### src/rtl/demux_select_sequencer.sv
// rtl/demux_select_sequencer.sv - handshake-fed select/data sequencer for a 1:4 gate-level demux
//
// Accepts 1-bit words over in_valid/in_ready and drives the demux data input (a) and
// selects {s1,s0}. Each word is held on a for HOLD_CYCLES cycles and followed by one
// idle gap cycle. The channel comes from a round-robin pointer or from chan_sel.
// The round-robin pointer moves only at the end of the gap cycle, so a is low on
// both sides of that select change.
//
// Ports:
//   clk       in   1      rising-edge clock
//   reset_n   in   1      synchronous reset, active low
//   rr_mode   in   1      1 = round-robin channel, 0 = fixed channel chan_sel
//   chan_sel  in   2      fixed channel {s1,s0}, sampled at accept
//   in_valid  in   1      upstream word valid
//   in_data   in   1      upstream data bit
//   in_ready  out  1      sequencer can take a word (IDLE and not in reset)
//   a         out  1      demux data input
//   s0, s1    out  1      demux selects
//   busy      out  1      word in flight
//   word_cnt  out  CNT_W  delivered words, modulo 2^CNT_W
//   cnt_wrap  out  1      one-cycle pulse after word_cnt wraps to 0
module demux_select_sequencer #(
  parameter int HOLD_CYCLES = 1,
  parameter int CNT_W       = 4
) (
  input  logic             clk,
  input  logic             reset_n,
  input  logic             rr_mode,
  input  logic [1:0]       chan_sel,
  input  logic             in_valid,
  input  logic             in_data,
  output logic             in_ready,
  output logic             a,
  output logic             s0,
  output logic             s1,
  output logic             busy,
  output logic [CNT_W-1:0] word_cnt,
  output logic             cnt_wrap
);

  typedef enum logic [1:0] {
    IDLE  = 2'd0,
    DRIVE = 2'd1,
    GAP   = 2'd2
  } state_t;

  localparam logic [7:0] HOLD_INIT = 8'(HOLD_CYCLES - 1);

  state_t     state;
  state_t     state_nxt;
  logic       data_reg;
  logic       rr_reg;
  logic [1:0] ptr;
  logic [7:0] hold_cnt;
  logic       accept;

  assign in_ready = reset_n && (state == IDLE);
  assign accept   = in_valid && in_ready;
  assign busy     = (state != IDLE);
  assign s1       = ptr[1];
  assign s0       = ptr[0];
  // data_reg is cleared when leaving DRIVE, so it is a directly and needs no decode.
  assign a        = data_reg;

  always_comb begin
    state_nxt = state;
    case (state)
      IDLE:    if (accept) state_nxt = DRIVE;
      DRIVE:   if (hold_cnt == 8'd0) state_nxt = GAP;
      GAP:     state_nxt = IDLE;
      default: state_nxt = IDLE;
    endcase
  end

  always_ff @(posedge clk) begin
    if (!reset_n) begin
      state    <= IDLE;
      data_reg <= 1'b0;
      rr_reg   <= 1'b0;
      ptr      <= 2'd0;
      hold_cnt <= 8'd0;
      word_cnt <= '0;
      cnt_wrap <= 1'b0;
    end else begin
      state    <= state_nxt;
      cnt_wrap <= 1'b0;
      case (state)
        IDLE: begin
          if (accept) begin
            data_reg <= in_data;
            hold_cnt <= HOLD_INIT;
            // rr_mode is latched so a mid-frame change cannot alter this word's gap update.
            rr_reg   <= rr_mode;
            if (!rr_mode) ptr <= chan_sel;
          end
        end
        DRIVE: begin
          if (hold_cnt == 8'd0) data_reg <= 1'b0;
          else                  hold_cnt <= hold_cnt - 8'd1;
        end
        GAP: begin
          word_cnt <= word_cnt + 1'b1;
          cnt_wrap <= &word_cnt;
          if (rr_reg) ptr <= ptr + 2'd1;
        end
        default: begin
          data_reg <= 1'b0;
        end
      endcase
    end
  end

endmodule

### config.mk
export PLATFORM = sky130hd
export DESIGN_NAME = demux_select_sequencer
export DESIGN_NICKNAME = d
export VERILOG_FILES = /design/src/rtl/demux_select_sequencer.sv
export SDC_FILE = /design/constraint.sdc
export NUM_CORES = 1
export LEC_CHECK = 0
export ABC_CLOCK_PERIOD_IN_PS = 2700
export CAP_MARGIN = 10
export CELL_PAD_IN_SITES_DETAIL_PLACEMENT = 1
export CELL_PAD_IN_SITES_GLOBAL_PLACEMENT = 1
export CORE_MARGIN = 1.5
export CORE_UTILIZATION = 25
export DETAILED_ROUTE_END_ITERATION = 8
export HOLD_SLACK_MARGIN = 0.1
export PLACE_DENSITY_LB_ADDON = 0.2
export SYNTH_ARGS = -nofsm -noshare
export SYNTH_HDL_FRONTEND = slang
export SYNTH_SLANG_ARGS = --single-unit
### constraint.sdc
create_clock -name clk -period 2.7 [get_ports clk]
set_clock_uncertainty 0.2 [all_clocks]
set_input_delay 0.54 -clock clk [delete_from_list [all_inputs] [get_ports clk]]
set_output_delay 0.54 -clock clk [all_outputs]
set_load 0.01 [all_outputs]
Word-level counts from Yosys, hierarchy flattened
Index checks and enable logic that the tools add are counted.
{ "op_classes": {"add_sub_neg": 3, "n_eq_ne": 7, "muxes": 13, "bitwise": 1, "n_reduce_logical": 14} }
{ "op_table": {"columns": ["operator", "count"], "rows": [
  ["2-to-1 mux 8 bit", 2],
  ["one-hot mux 8 bit (2 select lines)", 1],
  ["2-to-1 mux 2 bit", 5],
  ["inequality test 2 bit, second input constant", 5],
  ["logical NOT 8 bit", 1],
  ["one-hot mux 2 bit (2 select lines)", 2],
  ["AND reduction 4 bit", 2],
  ["subtractor 8 x 1 -> 8 bit, second input constant", 1],
  ["AND reduction 2 bit", 3],
  ["AND reduction 3 bit", 2],
  ["nonzero test 2 bit", 3],
  ["adder 4 x 1 -> 4 bit, second input constant", 1],
  ["one-hot mux 1 bit (3 select lines)", 1],
  ["adder 2 x 1 -> 2 bit, second input constant", 1],
  ["== test 2 x 1 -> 1 bit, second input constant", 1],
  ["== test 2 bit, second input constant", 1],
  ["logical AND 1 bit", 2],
  ["logical NOT 2 bit", 1],
  ["2-to-1 mux 1 bit", 2],
  ["NOT 1 bit", 1]
]} }
{ "word_totals": {"reg_bits": 19} }

Depth between registers and ports, before layout
{ "depth": {"ltp_word": 5, "depth_mapped": 6, "ltp_nobuf": 6} }

Worst setup path after synthesis
No wires, ideal clock.
{ "synth_timing": {"path_type": "in2out", "from": "in reset_n", "to": "out in_ready", "t_arrival_ns": 1.157, "required_time_ns": 1.960, "slack_ns": 0.803, "stages": 4, "n_path_buf": 2, "path_cell_list": "buf_4 > inv_1 > clkbuf_1 > nor2_1"} }
{ "synth_via": {"elab_chain_cells": 1} }
{ "synth_rtl": {"columns": ["item", "line", "text"], "rows": [
  ["start, declared", "27", "input logic reset_n,"],
  ["logical AND 1 bit", "57", "assign in_ready = reset_n && (state == IDLE);"],
  ["end, declared", "32", "output logic in_ready,"]
]} }
Every way passes these cells.

Final worst setup path
Ends and elaborated chain as after synthesis.

==> flow_metrics.py <==
metrics = {
    "run_status": {
        "status": "completed",
    },
    "die": {
        "placement_rows": 23,
        "design.die.area_mm2": 0.00457,
        "placeableCoreArea_mm2": 0.00400,
        "die_wd_um": 67.6,
        "ios": 17,
        "start_util": 0.261,
        "dieHeight_um": 67.6,
    },
    "clock_tree": {
        "cts_sinks": 19,
        "clockBufferDepth": 2,
        "clock_latency_of_the_later_clocked_register_in_the_worst_skew_pair_ns": 0.26,
        "setup_fix_bufs_post_cts": 0,
        "post_cts_hold_buffer_count": 0,
        "cts_buffers": 3,
        "cts_tree": "yes",
        "ctsResizeCount": 0,
        "cts_htree_levels": 1,
        "cts.reportedPaths.clkPinSlew_ns": 0.07,
        "ctsRootBufferMaster": "sky130_fd_sc_hd__clkbuf_8",
    },
    "drt": {
        "avgViaCountPerCell": 4.84,
        "route.final.wire_length_mm": 2.61,
        "maxUsedRoutingLayer": "met4",
        "first_iter_violations": 28,
        "dr_wl_met2_mm": 1.26,
        "drc": 0,
        "firstDrtPassIters": 4,
        "route.antenna.remaining_nets": 0,
        "wl_met1_mm": 1.22,
        "post_drt_wl_per_cell_um": 14.1,
        "route.met3.wl_um": 99,
        "num_vias": 895,
    },
    "setup_path": {
        "end_kind": "output port",
        "cp.required_ns": 1.96,
        "critical-path-top-cell-by-count": "sky130_fd_sc_hd__clkdlybuf4s50_1",
        "timing.critical_path.fanout_max": 2,
        "critical-path-slowest-cell": "sky130_fd_sc_hd__clkdlybuf4s50_1",
        "cp.arrival_ns": 1.75,
        "setup.worst_path.start_class": "primary input",
        "timing_worst_setup_path_type": "primary input to output port",
        "crit_chain": "clkdlybuf4s50_1, inv_1, nor2_1, clkdlybuf4s50_1",
        "worstPathBufferInverterCount": 3,
        "stage_delay_of_the_slowest_cell_on_the_critical_path_ns": 0.56,
        "worst_path_dominant_cell_family": "buffers and inverters",
    },
    "global_routing": {
        "grt-ovfl-total": 0,
        "grt_start_max_net_pins": 17,
        "via_count_of_the_first_global_routing_pass": 885,
        "number_of_antenna_violations_at_the_first_check_in_global_routing": 0,
        "groute.usage.overall": 0.133,
        "global_route_wire_length_before_repair_mm": 4.53,
    },
    "synth": {
        "syn_nets": 126,
        "synth-warning-count": 0,
        "synth_top_cell_by_area": "sky130_fd_sc_hd__dfxtp_1",
        "synth_top_area_frac": 0.365,
        "post_synth_instance_area_mm2": 0.00104,
        "synth-seq-cells": 19,
        "yosys-top-cells-area": "sky130_fd_sc_hd__dfxtp_1 36%, sky130_fd_sc_hd__mux2i_1 7.7%, sky130_fd_sc_hd__nor2_1 5.8%",
        "ys.flop_type": "sky130_fd_sc_hd__dfxtp_1",
        "yosys.cell_types.count": 42,
        "synth_enable_flop_cells": 0,
        "post_synth.cell_area_avg_um2": 8.98,
        "synth_async_sr_flop_share": 0,
        "number_of_instances_in_the_synthesized_netlist": 116,
        "synth_commonest_cells": "19 x sky130_fd_sc_hd__dfxtp_1, 16 x sky130_fd_sc_hd__nor2_1, 8 x sky130_fd_sc_hd__mux2i_1, 8 x sky130_fd_sc_hd__nand2_1, 6 x sky130_fd_sc_hd__a21oi_1",
        "seq_area_frac_synth": 0.365,
        "yosys.cell_count.top_type": "sky130_fd_sc_hd__dfxtp_1",
    },
    "place": {
        "io_buffers": 16,
        "place.detailed.hpwl_mm": 1.90,
        "gp_routability_congestion": 0.700,
        "numPlacedInstances": 181,
        "dpl-instance-area_mm2": 0.00126,
    },
    "finish": {
        "multi_input_comb_area_um2": 612,
        "drive_above_1_share": 0.141,
        "fillers": 466,
        "finalNonFillerCells": 185,
        "number_of_nets_in_the_finished_design": 146,
        "number_of_flip_flops_in_the_largest_register": 8,
        "flow.area_growth_from_synthesis_pct": 25.7,
        "insertedDiodeCount": 0,
        "top_register": "hold_cnt",
        "largest_registers": "hold_cnt (8), word_cnt (4)",
        "final_cell_area_mm2": 0.00131,
        "sequential_cell_area_um2": 380,
    },
    "power": {
        "pwr_density_cell_mw_per_mm2": 1150,
        "internal_power_w": 0.000867,
        "power.share.switching": 0.424,
        "power.combinational.fraction": 0.563,
        "peak_supply_drop_uv": 418,
        "p_sw_w": 0.000637,
        "clockPowerShare": 0.134,
        "fin_total_pwr_w": 0.00150,
        "p_seq_frac": 0.303,
        "power_leakage_nw": 0.519,
    },
    "hold_path": {
        "worst_hold_path_type": "flip-flop to flip-flop",
    },
    "sta": {
        "max-slew-margin-rel": 0.634,
        "finalSetupTns_ns": 0,
        "max_freq_mhz": 401,
        "min_clock_period_post_route_ns": 2.49,
        "tightest_slew_ns": 0.548,
        "layout_worst_path_cycle_share": 0.923,
        "final-max-slew-violation-count": 0,
        "final-setup-viol-count": 0,
        "timing_hold_violations_final": 0,
        "rsz0062_at_grt": "no",
    },
    "job": {
        "max_cap_viol_count": 0,
    },
}
==> power by group through the flow <==
stage | combinational, W | sequential [W] | clock (W)
2_1_floorplan | 0.000634 | 0.000460 | 0
3_3_place_gp | 0.000838 | 0.000459 | 0
3_5_place_dp | 0.000853 | 0.000461 | 0
4_1_cts | 0.000860 | 0.000455 | 0.000214
5_1_grt | 0.000970 | 0.000470 | 0.000225
6_report | 0.000847 | 0.000455 | 0.000202
==> per-stage QoR <==
step | hold slack [ns] | worst slack, ns | utilization
5_1_grt | 0.323 | 0.115 | 0.327
6_report | 0.284 | 0.208 | 0.327
2_1_floorplan | 0.270 | 0.803 | -
4_1_cts | 0.283 | 0.197 | 0.327
3_5_place_dp | 0.273 | 0.199 | 0.316
3_3_place_gp | 0.268 | 0.274 | 0.316
==> final cells by class <==
type                    count  area share
multi-input cells          87       0.467
flip-flops and latches     19       0.290
repair buffers             20       0.145
well taps                  50      0.0478
clock buffers               3      0.0315
inverters                   5      0.0143
clock inverters             1     0.00382
==> worst paths after layout <==
kind | slack [ns] | from | endpoint | cells past startpoint
worst min register to register | 0.28 | a$_SDFFE_PN0P_ | a$_SDFFE_PN0P_ | 2
worst max-delay path | 0.21 | reset_n | in_ready | 4
worst max register to register | 0.80 | hold_cnt[0]$_SDFFE_PN0P_ | hold_cnt[0]$_SDFFE_PN0P_ | 6
worst min-delay path | 0.28 | a$_SDFFE_PN0P_ | a$_SDFFE_PN0P_ | 2
==> per-layer routing <==
metal,vias to the layer above,global-route usage
li1,447,-
met1,431,0.168
met2,15,0.225
met3,2,0.0350
met4,0,0.0306
met5,-,0
==> placed cells by master (no fill, tap or decap), types with 2 or more instances in the layout <==
cell type and instances:
sky130_fd_sc_hd__a21oi_1 6, sky130_fd_sc_hd__a31oi_1 3, sky130_fd_sc_hd__buf_4 4, sky130_fd_sc_hd__clkbuf_8 3, sky130_fd_sc_hd__clkdlybuf4s50_1 16, sky130_fd_sc_hd__dfxtp_1 19
sky130_fd_sc_hd__ha_1 3, sky130_fd_sc_hd__inv_1 5, sky130_fd_sc_hd__mux2i_1 8, sky130_fd_sc_hd__nand2_1 8, sky130_fd_sc_hd__nand3_1 4, sky130_fd_sc_hd__nand3b_1 3
sky130_fd_sc_hd__nand4_1 3, sky130_fd_sc_hd__nor2_1 16, sky130_fd_sc_hd__nor2b_1 4, sky130_fd_sc_hd__nor3b_1 2, sky130_fd_sc_hd__o21ai_0 2, sky130_fd_sc_hd__xor2_1 2
==> worst min-delay path, stage by stage, from the launching register on <==
cell,delay [ns]
sky130_fd_sc_hd__dfxtp_1,0.33
sky130_fd_sc_hd__nand2_1,0.06
sky130_fd_sc_hd__a21oi_1,0.05
==> kinds of logic (layout without fill, tap and decap cells) <==
| kind of cell | count (synthesis) | in the layout | synth area share |
|---|---|---|---|
| adder cells (fa/ha/maj) | 3 | 3 | 0.0360 |
| AND/OR/NAND/NOR | 54 | 54 | 0.321 |
| multiplexers | 8 | 8 | 0.0768 |
| flip-flops | 19 | 19 | 0.365 |
| XOR/XNOR | 3 | 3 | 0.0252 |
| AO/OA/AOI/OAI | 19 | 19 | 0.128 |
| buffers and inverters | 10 | 29 | 0.0480 |
Note: power is estimated with default switching activity, not from simulation.
